==> config.mk <==
export PLATFORM = sky130hd
export DESIGN_NAME = alu_seq
export DESIGN_NICKNAME = d
export VERILOG_FILES = /design/src/rtl/alu_pkg.sv /design/src/rtl/mul_iter.sv /design/src/rtl/alu_seq.sv
export SDC_FILE = /design/constraint.sdc
export NUM_CORES = 1
export LEC_CHECK = 0
export CAP_MARGIN = 30
export CORE_ASPECT_RATIO = 1.2
export CORE_UTILIZATION = 25
export CTS_CLUSTER_SIZE = 28
export DETAILED_ROUTE_END_ITERATION = 6
export PLACE_DENSITY_LB_ADDON = 0.08
export SYNTH_ARGS = -nofsm -noshare
export SYNTH_HDL_FRONTEND = slang
export SYNTH_SLANG_ARGS = --single-unit
==> constraint.sdc <==
create_clock -name clk -period 4.59 [get_ports clk]
set_clock_uncertainty 0.15 [all_clocks]
set_input_delay 0.918 -clock clk [delete_from_list [all_inputs] [get_ports clk]]
set_output_delay 0.918 -clock clk [all_outputs]
set_load 0.01 [all_outputs]
==> src/rtl/alu_pkg.sv <==
// Shared opcodes, FSM states and flag bit positions for the sequential ALU.
// Pure declarations: no latency.
// No flow control.
package alu_pkg;

    localparam logic [2:0] ALU_ADD = 3'b000;
    localparam logic [2:0] ALU_SUB = 3'b001;
    localparam logic [2:0] ALU_AND = 3'b010;
    localparam logic [2:0] ALU_ORR = 3'b011;
    localparam logic [2:0] ALU_EOR = 3'b100;
    localparam logic [2:0] ALU_LSL = 3'b101;
    localparam logic [2:0] ALU_LSR = 3'b110;
    localparam logic [2:0] ALU_MUL = 3'b111;

    typedef enum logic {
        IDLE     = 1'b0,
        MUL_BUSY = 1'b1
    } state_t;

    localparam int FLAG_N = 3;
    localparam int FLAG_Z = 2;
    localparam int FLAG_C = 1;
    localparam int FLAG_V = 0;

endpackage

==> src/rtl/mul_iter.sv <==
// Unsigned shift-add multiplier, one partial product per cycle, low WIDTH bits kept.
// Latency: WIDTH busy cycles; done/product are valid combinationally in the last one.
// start is ignored while busy; no stall once running.
module mul_iter #(
    parameter int WIDTH = 32
) (
    input  logic             clk,
    input  logic             reset,
    input  logic             start,
    input  logic [WIDTH-1:0] a,
    input  logic [WIDTH-1:0] b,
    output logic             busy,
    output logic             done,
    output logic [WIDTH-1:0] product
);

    localparam int CNT_W = $clog2(WIDTH) + 1;

    logic [WIDTH-1:0] a_q, a_d;
    logic [WIDTH-1:0] b_q, b_d;
    logic [WIDTH-1:0] acc_q, acc_d;
    logic [CNT_W-1:0] cnt_q, cnt_d;
    logic [WIDTH-1:0] acc_step;

    assign busy     = (cnt_q != '0);
    assign acc_step = acc_q + (b_q[0] ? a_q : '0);
    // product is the accumulator after this cycle's step so the caller can register it on the final edge
    assign done     = busy && (cnt_q == CNT_W'(1));
    assign product  = acc_step;

    always_comb begin
        a_d   = a_q;
        b_d   = b_q;
        acc_d = acc_q;
        cnt_d = cnt_q;
        if (busy) begin
            a_d   = a_q << 1;
            b_d   = b_q >> 1;
            acc_d = acc_step;
            cnt_d = cnt_q - 1'b1;
        end else if (start) begin
            a_d   = a;
            b_d   = b;
            acc_d = '0;
            cnt_d = CNT_W'(WIDTH);
        end
    end

    always_ff @(posedge clk or posedge reset) begin
        if (reset) begin
            a_q   <= '0;
            b_q   <= '0;
            acc_q <= '0;
            cnt_q <= '0;
        end else begin
            a_q   <= a_d;
            b_q   <= b_d;
            acc_q <= acc_d;
            cnt_q <= cnt_d;
        end
    end

endmodule

==> src/rtl/alu_seq.sv <==
// Registered execute-stage ALU with Start/Done handshake and a conditionally written NZCV register.
// Latency: 1 cycle for all ops except MUL (WIDTH+1 cycles when the multiplier is present).
// Ready low while a multiply is in flight; Start during that time is dropped, not queued.
module alu_seq
    import alu_pkg::*;
#(
    parameter int WIDTH  = 32,
    parameter bit MUL_EN = 1'b1
) (
    input  logic             clk,
    input  logic             reset,
    input  logic             Start,
    input  logic [2:0]       ALUControl,
    input  logic [WIDTH-1:0] SrcA,
    input  logic [WIDTH-1:0] SrcB,
    input  logic             SetFlags,
    output logic             Ready,
    output logic             Done,
    output logic [WIDTH-1:0] ALUResult,
    output logic [3:0]       ALUFlag
);

    localparam int MSB = WIDTH - 1;

    state_t           state_q, state_d;
    logic             done_q, done_d;
    logic [WIDTH-1:0] result_q, result_d;
    logic [3:0]       flag_q, flag_d;
    logic             setf_q, setf_d;

    logic             mul_start;
    logic             mul_busy;
    logic             mul_done;
    logic [WIDTH-1:0] mul_p;

    logic [WIDTH:0]   add_ext;
    logic [WIDTH:0]   sub_ext;
    logic [WIDTH:0]   lsl_ext;
    logic [WIDTH:0]   lsr_ext;
    logic [7:0]       shamt;
    logic [WIDTH-1:0] alu_r;
    logic             alu_c;
    logic             alu_v;

    assign shamt   = SrcB[7:0];
    assign add_ext = {1'b0, SrcA} + {1'b0, SrcB};
    assign sub_ext = {1'b0, SrcA} - {1'b0, SrcB};
    // The extra bit catches the last bit shifted out; zero shift and over-range shifts leave it 0
    assign lsl_ext = {1'b0, SrcA} << shamt;
    assign lsr_ext = {SrcA, 1'b0} >> shamt;

    always_comb begin
        alu_r = '0;
        alu_c = 1'b0;
        alu_v = 1'b0;
        case (ALUControl)
            ALU_ADD: begin
                alu_r = add_ext[WIDTH-1:0];
                alu_c = add_ext[WIDTH];
                alu_v = (SrcA[MSB] == SrcB[MSB]) && (alu_r[MSB] != SrcA[MSB]);
            end
            ALU_SUB: begin
                alu_r = sub_ext[WIDTH-1:0];
                alu_c = ~sub_ext[WIDTH];
                alu_v = (SrcA[MSB] != SrcB[MSB]) && (alu_r[MSB] != SrcA[MSB]);
            end
            ALU_AND: alu_r = SrcA & SrcB;
            ALU_ORR: alu_r = SrcA | SrcB;
            ALU_EOR: alu_r = SrcA ^ SrcB;
            ALU_LSL: begin
                alu_r = lsl_ext[WIDTH-1:0];
                alu_c = lsl_ext[WIDTH];
            end
            ALU_LSR: begin
                alu_r = lsr_ext[WIDTH:1];
                alu_c = lsr_ext[0];
            end
            ALU_MUL: alu_r = '0;
            default: alu_r = '0;
        endcase
    end

    generate
        if (MUL_EN) begin : g_mul
            mul_iter #(.WIDTH(WIDTH)) u_mul (
                .clk     (clk),
                .reset   (reset),
                .start   (mul_start),
                .a       (SrcA),
                .b       (SrcB),
                .busy    (mul_busy),
                .done    (mul_done),
                .product (mul_p)
            );
        end else begin : g_no_mul
            assign mul_busy = 1'b0;
            assign mul_done = 1'b0;
            assign mul_p    = '0;
        end
    endgenerate

    always_comb begin
        state_d   = state_q;
        done_d    = 1'b0;
        result_d  = result_q;
        flag_d    = flag_q;
        setf_d    = setf_q;
        mul_start = 1'b0;
        case (state_q)
            IDLE: begin
                if (Start) begin
                    setf_d = SetFlags;
                    if (MUL_EN && (ALUControl == ALU_MUL)) begin
                        mul_start = 1'b1;
                        state_d   = MUL_BUSY;
                    end else begin
                        done_d   = 1'b1;
                        result_d = alu_r;
                        if (SetFlags) begin
                            flag_d[FLAG_N] = alu_r[MSB];
                            flag_d[FLAG_Z] = (alu_r == '0);
                            flag_d[FLAG_C] = alu_c;
                            flag_d[FLAG_V] = alu_v;
                        end
                    end
                end
            end
            MUL_BUSY: begin
                if (mul_done) begin
                    state_d  = IDLE;
                    done_d   = 1'b1;
                    result_d = mul_p;
                    if (setf_q) begin
                        flag_d = 4'b0000;
                        flag_d[FLAG_N] = mul_p[MSB];
                        flag_d[FLAG_Z] = (mul_p == '0);
                    end
                end else if (!mul_busy) begin
                    // Multiplier idle without finishing can only follow a glitch; recover rather than hang
                    state_d = IDLE;
                end
            end
            default: state_d = IDLE;
        endcase
    end

    always_ff @(posedge clk or posedge reset) begin
        if (reset) begin
            state_q  <= IDLE;
            done_q   <= 1'b0;
            result_q <= '0;
            flag_q   <= 4'b0000;
            setf_q   <= 1'b0;
        end else begin
            state_q  <= state_d;
            done_q   <= done_d;
            result_q <= result_d;
            flag_q   <= flag_d;
            setf_q   <= setf_d;
        end
    end

    assign Ready     = (state_q == IDLE);
    assign Done      = done_q;
    assign ALUResult = result_q;
    assign ALUFlag   = flag_q;

endmodule

# [Word level (Yosys, flattened, before mapping)]
# Cells that the tools add are included.
[classes] bitwise_logic=5 eq_ne=17 shifts=2 n_reduce_logical=11 add_sub_neg=4 mux=32
[op_table] cell="$mux 32" n=10
[op_table] cell="$pmux 32 s8" n=1
[op_table] cell="$logic_not 32->1" n=2
[op_table] cell="$pmux 32 s2" n=1
[op_table] cell="$add 32x32->33" n=1
[op_table] cell="$shl 32x8->33" n=1
[op_table] cell="$shr 33x8->33" n=1
[op_table] cell="$sub 32x32->33" n=1
[op_table] cell="$add 32x32->32" n=1
[op_table] cell="$and 32x32->32" n=1
[op_table] cell="$or 32x32->32" n=1
[op_table] cell="$xor 32x32->32" n=1
[op_table] cell="$mux 4" n=5
[op_table] cell="$eq 3x3->1 const B" n=4
[op_table] cell="$mux 6" n=2
[op_table] cell="$mux 1" n=8
[op_table] cell="$pmux 4 s2" n=1
[op_table] cell="$eq 3x2->1 const B" n=2
[op_table] cell="$eq 6x1->1 const B" n=1
[op_table] cell="$ne 2x2->1 const B" n=3
[op_table] cell="$pmux 1 s2" n=3
[op_table] cell="$reduce_bool 6->1" n=1
[op_table] cell="$sub 6x1->6 const B" n=1
[op_table] cell="$reduce_and 5->1" n=1
[op_table] cell="other kinds (11)" n=17
[totals] register_bits=141 output_inout_bits=38 input_bits=71

# [Depth between registers and ports, before layout]
# Gate-level depths: netlist (run 1).
[logic_depth] ltp_word=8 mapped_depth=19

# [By module]
# A second synthesis (run 1) with hierarchy kept.
[unflattened] cells_unflattened=2299 area_unflattened_um2=17988.5
[by_module_without_submodules] module="alu_seq" cells_each=1564 n_inst=1 area_each_um2=11407.2
[by_module_without_submodules] module="mul_iter" cells_each=735 n_inst=1 area_each_um2=6581.3

# [Worst setup path before layout (run 1)]
# OpenSTA, ideal clock, no wires.
[synth_timing] kind="input to register" from="input port SrcB[2]" to="register flag_q[2] (netlist: ALUFlag[2])" arrival_ps=5875 setup_slack_ps=-1516 cell_stages=19 cell_sequence="clkbuf_1 inv_2 buf_1 buf_1 buf_1 ha_1 clkbuf_1 a211oi_1 o21ai_0 a31oi_1 a2bb2oi_1 xnor2_1 a211o_1 a2111o_1 or4_1 a2111oi_2 nand4_1 or4_1 o211ai_2"
[synth_via] elab_chain_cells=7 word_cells_on_any_way=13
[synth_rtl] element="start, declared" line="alu_seq.sv:15" rtl="input logic [WIDTH-1:0] SrcB,"
[synth_rtl] element="$sub 32x32->33 (tied with other cells)" line="alu_seq.sv:47" rtl="assign sub_ext = {1'b0, SrcA} - {1'b0, SrcB};"
[synth_rtl] element="$pmux 32 s8 *" line="alu_seq.sv:56" rtl="case (ALUControl)"
[synth_rtl] element="$logic_not 32->1 *" line="alu_seq.sv:121" rtl="flag_d[FLAG_Z] = (alu_r == '0);"
[synth_rtl] element="$mux 4 *" line="alu_seq.sv:119" rtl="if (SetFlags) begin"
[synth_rtl] element="$mux 4 *" line="alu_seq.sv:113" rtl="if (MUL_EN && (ALUControl == ALU_MUL)) begin"
[synth_rtl] element="$mux 4 *" line="alu_seq.sv:111" rtl="if (Start) begin"
[synth_rtl] element="$pmux 4 s2 *" line="alu_seq.sv:109" rtl="case (state_q)"
[synth_rtl] element="end signal, assigned" line="alu_seq.sv:158" rtl="flag_q <= flag_d;"
[synth_rtl] element="end, declared" line="alu_seq.sv:28" rtl="logic [3:0] flag_q, flag_d;"
# Every way passes the cells marked *; elsewhere a longest branch is shown, timed or not. The select of a mux whose other input is x is not followed.
# A chain may end at the register's enable or synchronous reset.

# [Final worst setup path (run 1)]
[layout_timing] from="input port SrcB[0]" to="register flag_q[2] (netlist: ALUFlag[2])"
# The elaborated chain is that of the path after synthesis.

==> metrics.yaml, run 1 <==
cells_and_area:
  seq_area_mm2: 0.003528
  post-route-util_pct: 38.20
  post-route-cell-area_mm2: 0.02530
  instances_no_fill: 3789
  drive_gt1_share_pct: 32.88
  layout.nets: 3085
  fillers: 7096
  multiInputGateArea_mm2: 0.01304
  area_growth_pct: 50.29
routing:
  drt_iter0_drc: 1436
  ant_nets: 0
  routedWlPerCell_um: 23.58
  viasPerCell: 5.279
  drtPass1Iterations: 6
  drc_errors: 0
  drt_wl_total_um: 89330
  vias: 20003
pwr:
  peakVddDrop_mv: 0.2745
  leakagePower_nw: 11.47
  powerDensity_mw_per_mm2: 299.6
synth:
  syn_area_mm2: 0.01683
  synth.avg_cell_area_um2: 7.611
  ys_seq_elements: 141
  synth_area_leaders: "dfrtp_1 21%, ha_1 9.6%, a21oi_1 6.7%"
  syn-num-nets: 2415
  synth_edf_count: 0
  yosysTopAreaCell: "dfrtp_1"
  synth_top_area_share_pct: 20.96
  syn_inst: 2212
  synth_cell_types: 90
  yosysSeqAreaShare_pct: 20.96
  synth_warnings: 0
  async_reset_ff_share_pct: 100.0
  ys.flop_type: "dfrtp_1"
setup_path:
  cp.required_ps: 4800
  startpoint: "SrcB[0]"
  worst_setup_path_end_kind: "flop"
  criticalPathCategory: "input pin to flop"
  r2r-end: "ALUFlag[2]$_DFFE_PP0P_"
  crit_path_start_kind: "input pin"
  rrSetupSlack_ps: 20
  reg2reg_depth: 17
  path_max_fanout: 12
  critical_path_arrival_ps: 5030
  r2r-start: "g_mul.u_mul.a_q[0]$_DFFE_PP0P_"
  endpoint: "ALUFlag[2]$_DFFE_PP0P_"
place:
  place_ws_ps: -1155
  postPlaceCellArea_mm2: 0.02372
  port-buffer-count: 108
  dp.final_hpwl_um: 72790
  dp.cells: 3726
  gp_congestion: 0.9415
sta:
  hold_violations: 0
  period_share_pct: 104.9
  grt_setup_unrepaired: "true"
  finalSetupViolCount: 1
  drv_slew: 0
  worstMarginPinSlew_ps: 965.9
  fin_crit_ps: 4815
  max_freq_mhz: 207.7
  setup_ws_ps: -224.8
  relSlewSlack_pct: 33.94
clock_tree:
  clock_sinks: 141
  cts_tree: "built"
  clkTransAtPathRegs_ps: 70
  cts_buffers: 17
  cts_root_buffer: "clkbuf_16"
  clockBufferDepth: 2
  clkLatencyLatePin_ps: 450
  htree_levels: 4
grt:
  grt_pass1_wl_um: 131800
  grt_max_degree: 66
  grt_overflow: 0
  grt_usage_pct: 25.86
  grt_pass1_vias: 20167
  antenna_found_initial: 1
status:
  status: "finished with violations"
  failed_checks: "negative setup slack"
flow_run:
  drv_cap: 0
die:
  core_area_mm2: 0.06624
  ioPinCount: 109
  die_y_um: 286.3
  die_area_mm2: 0.06839
  die_x_um: 238.9
  rows: 103
  initial_core_util_pct: 25.41
worst_hold_path:
  min_path_type: "flop to flop"
## final cells by class
cell class,count,share of cell area (%)
Multi-Input combinational cell,1800,51.54
Timing Repair Buffer,812,26.02
Sequential cell,141,13.95
Tap cell,892,4.411
Inverter,110,1.741
Clock buffer,18,1.696
Clock inverter,14,0.6231
Antenna cell,2,0.01978
## through the flow
stage	power [mW]	hold WS, ps	setup TNS (ps)
5_1_grt	8.106	357.1	-398.0
2_1_floorplan	3.979	300.2	-258.6
3_5_place_dp	6.015	320.5	-12310
6_report	7.582	334.4	-224.8
3_3_place_gp	5.992	312.4	-12530
4_1_cts	7.561	338.1	-382.0
## power breakdown
part / total (mW) / switching [mW] / internal, mW
registers: 1.88 / 0.249 / 1.63
logic: 4.26 / 2.29 / 1.97
clock network: 1.44 / 0.634 / 0.810
total: 7.58 / 3.17 / 4.41
## critical path, stage by stage
cell and delay [ps]:
buf_6 180, buf_6 190, buf_4 140, mux4_2 520
mux4_2 550, a21o_1 180, nand2_1 90, a221oi_2 80
a211o_1 330, a2111o_1 360, or4_4 500, a2111oi_4 190
buf_4 170, nand4_1 100, or4_4 440, o211ai_2 70
## cells in the final DEF (no fill, tap or decap), types with 18 or more instances in the layout
master	netlist	routed
a211oi_1	36	26
a21o_1	29	29
a21oi_1	225	217
a22o_1	22	22
a22oi_1	35	34
a31oi_1	24	22
and2_1	36	36
buf_4	2	680
clkdlybuf4s50_1	0	63
dfrtp_1	141	141
dlymetal6s2s_1	0	23
ha_1	129	104
inv_1	105	97
mux2_2	25	22
mux2i_1	53	51
mux4_2	33	36
nand2_1	198	196
nand2b_1	26	26
nand3_1	50	48
nand4_1	20	20
nor2_1	222	216
nor2b_1	23	20
nor3_1	40	33
o211ai_1	21	21
o21ai_0	199	185
o22ai_1	33	31
xnor2_1	34	34
xor2_1	19	18
## registers in the layout (all words and copies together) (netlist names)
signal,cells
ALUResult,32
g_mul.u_mul.a_q,32
g_mul.u_mul.acc_q,32
g_mul.u_mul.b_q,32
g_mul.u_mul.cnt_q,6
ALUFlag,4
Done,1
setf_q,1
state_q,1
## synth_stat cells (8+ instances only)
| cell type | count |
|---|---|
| nand2_1 | 198 |
| o221ai_1 | 18 |
| mux2i_1 | 53 |
| nor2b_1 | 23 |
| a211o_1 | 13 |
| o31ai_1 | 15 |
| mux2_2 | 25 |
| a21oi_1 | 225 |
| a22o_1 | 22 |
| o22ai_1 | 33 |
| xor2_1 | 19 |
| a22oi_1 | 35 |
| o211ai_1 | 21 |
| inv_1 | 105 |
| and2_1 | 36 |
| buf_1 | 15 |
| o41ai_1 | 8 |
| or2_2 | 8 |
| nand2b_1 | 26 |
| nor2_1 | 222 |
| or3_1 | 11 |
| o21ai_0 | 199 |
| nor3_1 | 40 |
| a21o_1 | 29 |
| a31oi_1 | 24 |
| nand4_1 | 20 |
| a221oi_1 | 15 |
| nor4_1 | 13 |
| o21a_1 | 8 |
| ha_1 | 129 |
| or4_1 | 9 |
| a211oi_1 | 36 |
| o21bai_1 | 8 |
| nand3_1 | 50 |
| mux4_2 | 33 |
| clkbuf_1 | 133 |
| dfrtp_1 | 141 |
| a2111oi_0 | 11 |
| xnor2_1 | 34 |
## per-layer routing
metal	part of all wire (%)	wire, um	vias to the layer above	GRT usage (%)
li1	-	-	9517	-
met1	45	40610	9914	33.98
met2	49	43620	488	45.08
met3	2.9	2568	82	1.626
met4	2.8	2521	2	7.885
met5	0.015	13	-	0
## cell families (layout without fill, tap and decap cells)
family | count (synthesis) | after routing | share of synthesized area, %
flops | 141 | 141 | 20.96
simple gates | 701 | 701 | 19.74
compound gates | 794 | 794 | 30.17
mux | 120 | 120 | 10.11
other cells | 0 | 2 | 0
xor+xnor | 53 | 53 | 2.757
fa+ha+maj | 132 | 132 | 9.944
buf+inv | 271 | 954 | 6.317
## worst min-delay path by stage
stage / start / endpoint / cells past startpoint
2_1_floorplan: g_mul.u_mul.b_q[1]$_DFFE_PP0P_ / g_mul.u_mul.b_q[0]$_DFFE_PP0P_ / 2
3_3_place_gp: g_mul.u_mul.b_q[20]$_DFFE_PP0P_ / g_mul.u_mul.b_q[19]$_DFFE_PP0P_ / 2
3_5_place_dp: g_mul.u_mul.b_q[30]$_DFFE_PP0P_ / g_mul.u_mul.b_q[29]$_DFFE_PP0P_ / 2
4_1_cts: g_mul.u_mul.b_q[11]$_DFFE_PP0P_ / g_mul.u_mul.b_q[10]$_DFFE_PP0P_ / 2
5_1_grt: g_mul.u_mul.b_q[11]$_DFFE_PP0P_ / g_mul.u_mul.b_q[10]$_DFFE_PP0P_ / 2
6_report: g_mul.u_mul.b_q[11]$_DFFE_PP0P_ / g_mul.u_mul.b_q[10]$_DFFE_PP0P_ / 2
## what timing repair did
| item | CTS | global route |
|---|---|---|
| endpoints found under the setup margin | 11 | 16 |
| hold endpoints to repair | 0 | 0 |
| hold buffers | 0 | 0 |
| setup buffers | 17 | 12 |
| pin swaps | 29 | 37 |
| resized for setup | 91 | 115 |
Power figures use the tool's default switching activity.
==> run 2: changes to the inputs <==
--- a/config.mk
+++ b/config.mk
@@ -5,7 +5,6 @@
 export SDC_FILE = /design/constraint.sdc
 export NUM_CORES = 1
 export LEC_CHECK = 0
-export CAP_MARGIN = 30
 export CORE_ASPECT_RATIO = 1.2
 export CORE_UTILIZATION = 25
 export CTS_CLUSTER_SIZE = 28
==> results of run 2 <==
Same layout as run 1: the final DEF is identical, and so are final timing and power.
